`config.mk`:
```
export PLATFORM = sky130hd
export DESIGN_NAME = bcd_to_bin_converter_flat
export DESIGN_NICKNAME = d
export VERILOG_FILES = /design/src/rtl/bcd_to_bin_converter_pkg.sv /design/src/rtl/bcd_to_bin_converter_if.sv /design/src/rtl/bcd_to_bin_converter_digit_adjust.sv /design/src/rtl/bcd_to_bin_converter.sv /design/src/flat_wrapper.sv
export SDC_FILE = /design/constraint.sdc
export NUM_CORES = 1
export LEC_CHECK = 0
export ABC_AREA = 1
export BUFFER_PORTS_ARGS = -buffer_cell sky130_fd_sc_hd__buf_2
export CAP_MARGIN = 25
export CORE_MARGIN = 2
export CORE_UTILIZATION = 40
export DETAILED_ROUTE_END_ITERATION = 16
export GPL_ROUTABILITY_DRIVEN = 0
export GPL_TIMING_DRIVEN = 1
export PLACE_DENSITY_LB_ADDON = 0.08
export SLEW_MARGIN = 20
export SYNTH_ARGS = -nofsm -noshare
export SYNTH_HDL_FRONTEND = slang
export SYNTH_SLANG_ARGS = --single-unit
```
`constraint.sdc`:
```
create_clock -name clk -period 1.89 [get_ports clk]
set_clock_uncertainty 0.2 [all_clocks]
set_input_delay 0.2835 -clock clk [delete_from_list [all_inputs] [get_ports clk]]
set_output_delay 0.2835 -clock clk [all_outputs]
set_load 0.02 [all_outputs]
```
`src/rtl/bcd_to_bin_converter_pkg.sv`:
```
// Shared types and constants for the packed-BCD to binary converter.
// Latency: n/a (types and constants only).
// Backpressure: n/a.
package bcd_pkg;

   typedef enum logic [1:0] {
      IDLE = 2'd0,
      OP   = 2'd1,
      DONE = 2'd2
   } state_t;

   localparam int         BCD_DIGIT_W = 4;
   localparam logic [3:0] ADJ_THRESH  = 4'd8;

   // A packed-BCD digit above 9 has no decimal meaning.
   function automatic logic digit_invalid(input logic [3:0] d);
      return (d > 4'd9);
   endfunction

endpackage

```
`src/rtl/bcd_to_bin_converter_if.sv`:
```
// Start/ready/done handshake and operand/result bus of the converter.
// Latency: n/a (wiring only).
// Backpressure: start is only honoured while ready=1; there is no queuing.
interface bcd_to_bin_converter_if #(
   parameter int N_DIGITS = 3,
   parameter int BIN_W    = 10
);
   logic                  start;
   logic [4*N_DIGITS-1:0] bcd_in;
   logic                  ready;
   logic                  done_tick;
   logic [BIN_W-1:0]      bin_out;
   logic                  err;

   // Controller side: issues requests, consumes results.
   modport master (
      output start, bcd_in,
      input  ready, done_tick, bin_out, err
   );

   // Converter side.
   modport slave (
      input  start, bcd_in,
      output ready, done_tick, bin_out, err
   );
endinterface

```
`src/rtl/bcd_to_bin_converter_digit_adjust.sv`:
```
// One-digit reverse double-dabble correction: d-3 when d>=8, else d.
// Latency: purely combinational.
// Backpressure: none.
module bcd_digit_adjust
   import bcd_pkg::*;
(
   input  logic [BCD_DIGIT_W-1:0] d,
   output logic [BCD_DIGIT_W-1:0] q
);
   // A digit that received a shifted-in 1 from the digit above carries an
   // extra 8 that should have been 5 in decimal weight, so take back 3.
   always_comb begin
      q = d;
      if (d >= ADJ_THRESH) begin
         q = d - 4'd3;
      end
   end
endmodule

```
`src/rtl/bcd_to_bin_converter.sv`:
```
// Iterative packed-BCD to unsigned-binary converter (reverse double-dabble).
// Latency: done_tick BIN_W cycles after the accept edge; busy for BIN_W+1 cycles.
// Backpressure: ready=0 while converting; start is ignored until ready returns.
// Optional invalid-digit check enabled by defining BCD2BIN_DIGIT_CHECK_EN.
module bcd_to_bin_converter
   import bcd_pkg::*;
#(
   parameter int N_DIGITS = 3,
   parameter int BIN_W    = 10
) (
   input  logic                    clk,
   input  logic                    reset,
   bcd_to_bin_converter_if.slave   bus
);
   localparam int BCD_W = BCD_DIGIT_W * N_DIGITS;
   localparam int CNT_W = $clog2(BIN_W + 1);

   state_t             state, state_nxt;
   logic [BCD_W-1:0]   bcd_r;
   logic [BIN_W-1:0]   bin_r;
   logic [CNT_W-1:0]   n;
   logic [BIN_W-1:0]   bin_out_r;
   logic [BCD_W-1:0]   sh_bcd;
   logic [BCD_W-1:0]   adj_bcd;
   logic [BIN_W-1:0]   sh_bin;
   logic [BIN_W-1:0]   result;
   logic               accept;
   logic               last_shift;

   assign accept     = (state == IDLE) && bus.start;
   assign last_shift = (state == OP) && (n == CNT_W'(1));

   // One-bit right shift of the whole working register, zero into the top.
   always_comb begin
      {sh_bcd, sh_bin} = {bcd_r, bin_r} >> 1;
   end

   // All digits are corrected in parallel after the shift.
   for (genvar g = 0; g < N_DIGITS; g++) begin : g_adj
      bcd_digit_adjust u_adj (
         .d (sh_bcd[g*BCD_DIGIT_W +: BCD_DIGIT_W]),
         .q (adj_bcd[g*BCD_DIGIT_W +: BCD_DIGIT_W])
      );
   end

`ifdef BCD2BIN_DIGIT_CHECK_EN
   logic inv_r;
   logic err_r;
   logic bad_digit;

   // Flag any non-decimal digit in the incoming operand.
   always_comb begin
      bad_digit = 1'b0;
      for (int i = 0; i < N_DIGITS; i++) begin
         bad_digit = bad_digit | digit_invalid(bus.bcd_in[i*BCD_DIGIT_W +: BCD_DIGIT_W]);
      end
   end

   // Invalid operands still run full length; only the result is forced to 0.
   always_comb begin
      result = inv_r ? '0 : sh_bin;
   end

   // Invalid flag captured at accept, published as err at completion.
   always_ff @(posedge clk or posedge reset) begin
      if (reset) begin
         inv_r <= 1'b0;
         err_r <= 1'b0;
      end else if (accept) begin
         inv_r <= bad_digit;
      end else if (last_shift) begin
         err_r <= inv_r;
      end
   end

   assign bus.err = err_r;
`else
   // Without the check every operand is converted as-is.
   always_comb begin
      result = sh_bin;
   end

   assign bus.err = 1'b0;
`endif

   // State register.
   always_ff @(posedge clk or posedge reset) begin
      if (reset) begin
         state <= IDLE;
      end else begin
         state <= state_nxt;
      end
   end

   // Next-state logic: DONE always lasts exactly one cycle.
   always_comb begin
      state_nxt = state;
      unique case (state)
         IDLE:    if (bus.start) state_nxt = OP;
         OP:      if (n == CNT_W'(1)) state_nxt = DONE;
         DONE:    state_nxt = IDLE;
         default: state_nxt = IDLE;
      endcase
   end

   // Handshake outputs decoded from state only.
   always_comb begin
      bus.ready     = (state == IDLE);
      bus.done_tick = (state == DONE);
   end

   // Working register, iteration counter and result register.
   always_ff @(posedge clk or posedge reset) begin
      if (reset) begin
         bcd_r     <= '0;
         bin_r     <= '0;
         n         <= '0;
         bin_out_r <= '0;
      end else if (accept) begin
         bcd_r <= bus.bcd_in;
         bin_r <= '0;
         n     <= CNT_W'(BIN_W);
      end else if (state == OP) begin
         bcd_r <= adj_bcd;
         bin_r <= sh_bin;
         n     <= n - 1'b1;
         if (n == CNT_W'(1)) begin
            bin_out_r <= result;
         end
      end
   end

   assign bus.bin_out = bin_out_r;

endmodule

```
`src/flat_wrapper.sv`:
```
// flat-port wrapper written by rule: the top's interface ports become plain ports
module bcd_to_bin_converter_flat import bcd_pkg::*;
#(
   parameter int N_DIGITS = 3,
   parameter int BIN_W    = 10
)
  (clk, reset, bus_start, bus_bcd_in, bus_ready, bus_done_tick, bus_bin_out, bus_err);
  bcd_to_bin_converter_if #(.N_DIGITS(N_DIGITS), .BIN_W(BIN_W)) bus_i ();
  input  logic clk;
  input  logic reset;
  input wire logic [$bits(bus_i.start)-1:0] bus_start;
  input wire logic [$bits(bus_i.bcd_in)-1:0] bus_bcd_in;
  output wire logic [$bits(bus_i.ready)-1:0] bus_ready;
  output wire logic [$bits(bus_i.done_tick)-1:0] bus_done_tick;
  output wire logic [$bits(bus_i.bin_out)-1:0] bus_bin_out;
  output wire logic [$bits(bus_i.err)-1:0] bus_err;
  assign bus_i.start = bus_start;
  assign bus_i.bcd_in = bus_bcd_in;
  assign bus_ready = bus_i.ready;
  assign bus_done_tick = bus_i.done_tick;
  assign bus_bin_out = bus_i.bin_out;
  assign bus_err = bus_i.err;
  bcd_to_bin_converter #(.N_DIGITS(N_DIGITS), .BIN_W(BIN_W)) u_core (.clk(clk), .reset(reset), .bus(bus_i));
endmodule
```
==> key figures <==
Status
  • Outcome: complete, no violations

Critical path
  • FF-to-FF End: u_core.bus.bin_out[6]
  • Setup crit end kind: output pin
  • Critical path class: flop to output pin
  • Worst Reg2Reg Path Length in Cells: 5
  • Req. time, crit path: 1410 ps
  • Worst setup path end: bus_ready
  • Reg-to-reg startpoint: u_core.state[0]
  • Worst Setup SP: u_core.state[0]
  • FF-to-FF setup slack: between 200 and 300 ps
  • CP startpoint kind: flop
  • Arr. time, crit path: approximately 1300 ps
  • Max Fanout on Critical Path: 8

Synthesis
  • Proportion of synthesized area in mux cells: 0%
  • Cell count after synthesis: 205
  • Synthesized-area fraction occupied by and/or/nand/nor cells: 23.8%
  • Combined area of all synthesized cells: approximately 1800 µm²
  • Combinational family with the most area after synthesis: simple AND/OR/NAND/NOR gates
  • XOR/XNOR Fraction of Synth Area: less than 1%
  • Compound-gate portion of the synthesized area: 9.68%
  • Fraction of the yosys area taken by sequential cells: 50.8%
  • Cell taking the most area after synthesis: dfrtp_1
  • Cell types occupying the most area after synthesis: dfrtp_1 51%, nand2_1 11%, inv_1 6.0%
  • Number of synthesis warnings: 0
  • Number of unique standard cell types used by synthesis: 23
  • Share of synthesized cell area in full adder, half adder and majority cells: under 10%
  • Top-area cell type share of the netlist area: 50.8%
  • Flip-flop and latch count after synthesis: 37
  • Syn nets: ~230
  • Avg Synthesized Cell Area: roughly 8.9 µm²

Clocking
  • Post-cts gate resize count: 0
  • Setup Fix Bufs, Post-CTS: 0
  • Library cell used as clock root buffer: clkbuf_8
  • Hold-fix buffer count after cts: 1
  • CTS buffer count: 5
  • Clock-pin transition on the worst setup and hold timing paths: approximately 70 ps
  • Sink count of the clock tree: 37
  • Clock tree from TritonCTS: built
  • Number of levels in the clock H-tree: 2
  • Number of buffers on the longest clock path: 2
  • Clock latency on the worst-skew pair: around 280 ps

Route
  • Number of search-and-repair iterations in the first detailed-routing pass: 6
  • Initial DRC count: 59
  • Antenna Nets Post-Route: 0
  • Number of remaining DRC errors: 0
  • Average via count per standard cell: 4.99
  • DR vias: around 1,400
  • Final routed wirelength across all metal layers: between 3000 and 4000 µm
  • Routed len/inst: 13.5 µm

Floorplanning
  • Floorplan die height: 71.5 µm
  • I/O pin total: 28
  • Floorplan die width: ~71 µm
  • Floorplan die area: ~5100 µm²
  • Standard-cell row count: 24
  • Core ar.: approximately 4400 µm²
  • Initial cell density of the core: around two fifths

Global route
  • Number of antenna violations at the first check in global routing: 0
  • Pin count of the biggest net entering global routing: 38
  • Overflow left after global routing: 0
  • GR Util All Layers: between 10% and 20%
  • Global-route wire length before repair: between 6000 and 7000 µm
  • Via count of the first global-routing pass: ~1,500

Final layout
  • Share of post-route cells with drive strength above 1: a little over a fifth
  • Diode insertion count for antenna repair: 0
  • Register area: around 930 µm²
  • Synthesis-to-finish area growth: 13.1%
  • Fillers: around 440
  • Area of the multi-input gates: 697 µm²
  • Final non-filler cell area: 2060 µm²
  • Net count of the finished layout: about 250

Placed design
  • Count of input and output buffers: 26
  • Total placed instance area: 1960 µm²
  • Half-perimeter wire length after detailed placement: about 2700 µm

STA
  • Final total negative setup slack: 0 ps
  • Max frequency: just under 600 MHz
  • Final hold violation count: 0
  • Hold WS: between 5 and 6 ps
  • Setup repair after global routing missed its margin: false
  • Max-slew violation count: 0
  • Number of endpoints failing setup at the final stage: 0
  • Crit share post-route: ~92%
  • Final critical delay including setup and external delays: 1730 ps

Pwr
  • Pleak: roughly 0.0011 µW
  • Power density over the cells: between 1500 and 2000 nW/µm²
  • Maximum ir drop on the vdd rail: 0.570 mV

Hold path
  • Classification of the worst-slack hold path: input port to flop

Flow run
  • Reported max-cap violation count: 0
==> cells in the mapped netlist <==
| master | number |
|---|---|
| nand3_1 | 13 |
| a31oi_1 | 1 |
| dfrtp_1 | 37 |
| o21ai_1 | 12 |
| ha_1 | 6 |
| buf_6 | 4 |
| xnor2_1 | 1 |
| nand3_2 | 6 |
| nand2_4 | 2 |
| nand4_1 | 3 |
| nor2_1 | 3 |
| buf_4 | 2 |
| nor2_4 | 1 |
| inv_2 | 4 |
| buf_2 | 3 |
| nand3b_1 | 6 |
| o21a_2 | 1 |
| inv_1 | 29 |
| o211ai_1 | 2 |
| nand2_1 | 53 |
| conb_1 | 1 |
| o21ai_0 | 6 |
| o22ai_1 | 9 |
==> area by class of cell <==
class | count | share of cell area [%]
timing repair buffer | 30 | 7.89
multi-input combinational | 126 | 33.8
clock buffer | 7 | 4.19
tap | 52 | 3.16
sequential | 37 | 44.9
inverter | 33 | 6.01
==> cells in the final DEF, fill, tap and decap left out, types with 2 or more instances in the layout <==
| master | count |
|---|---|
| nand2_4 | 2 |
| nor2_1 | 3 |
| o21ai_1 | 12 |
| o21ai_0 | 6 |
| o22ai_1 | 9 |
| inv_2 | 4 |
| ha_1 | 6 |
| nand4_1 | 3 |
| nand3b_1 | 6 |
| buf_2 | 26 |
| inv_1 | 29 |
| dfrtp_1 | 37 |
| nand3_1 | 13 |
| nand3_2 | 6 |
| buf_4 | 3 |
| clkbuf_8 | 6 |
| nand2_1 | 53 |
| o211ai_1 | 2 |
==> state kept, by name (all words and copies together) (netlist names) <==
register / cells
u_core.bcd_r: 12
u_core.bus.bin_out: 10
u_core.bin_r: 9
u_core.state: 2
u_core.n: 4
==> stage by stage <==
step                setup WS (ps)  power (µW)  instances  utilization, %
global route                 97.1        3630        285            47.0
detailed placement            280        2780        277            44.8
CTS                           146        3350        285            47.0
floorplan                     507        2410        205               -
global placement              360        2720        277            44.8
finish                        160        3310        285            47.0
==> cells by family after synthesis <==
| family | after synthesis |
|---|---|
| XOR/XNOR | 1 |
| AND/OR/NAND/NOR | 87 |
| AO/OA/AOI/OAI | 31 |
| buffers and inverters | 42 |
| adder cells (fa/ha/maj) | 6 |
| other | 1 |
| flip-flops | 37 |
==> worst max-delay path, stage by stage (launching register included) <==
cell and delay [ps]:
dfrtp_1 490, nor2_4 250, buf_2 220
==> how the worst min path moves through the flow <==
stage / startpoint / to / cells after the start
floorplan: bus_bcd_in[8] / u_core.bcd_r[8] / 2
global placement: reset / u_core.bus.bin_out[8] / 3
detailed placement: reset / u_core.bus.bin_out[9] / 3
CTS: bus_bcd_in[9] / u_core.bcd_r[9] / 3
global route: bus_bcd_in[8] / u_core.bcd_r[8] / 3
finish: bus_bcd_in[8] / u_core.bcd_r[8] / 3
==> power by group <==
part,switching (µW),total [µW],internal (µW)
Combinational,870,1390,522
Sequential,238,1360,1120
Clock,266,555,289
Total,1370,3310,1930
==> per-layer routing <==
metal	global-route usage, %	up-vias	part of all wire (%)
li1	-	705	-
met1	20.9	676	45
met2	28.1	31	48
met3	3.52	11	4.6
met4	7.55	0	2.2
met5	0	-	0
No activity file was read; power rests on OpenSTA's default activity.
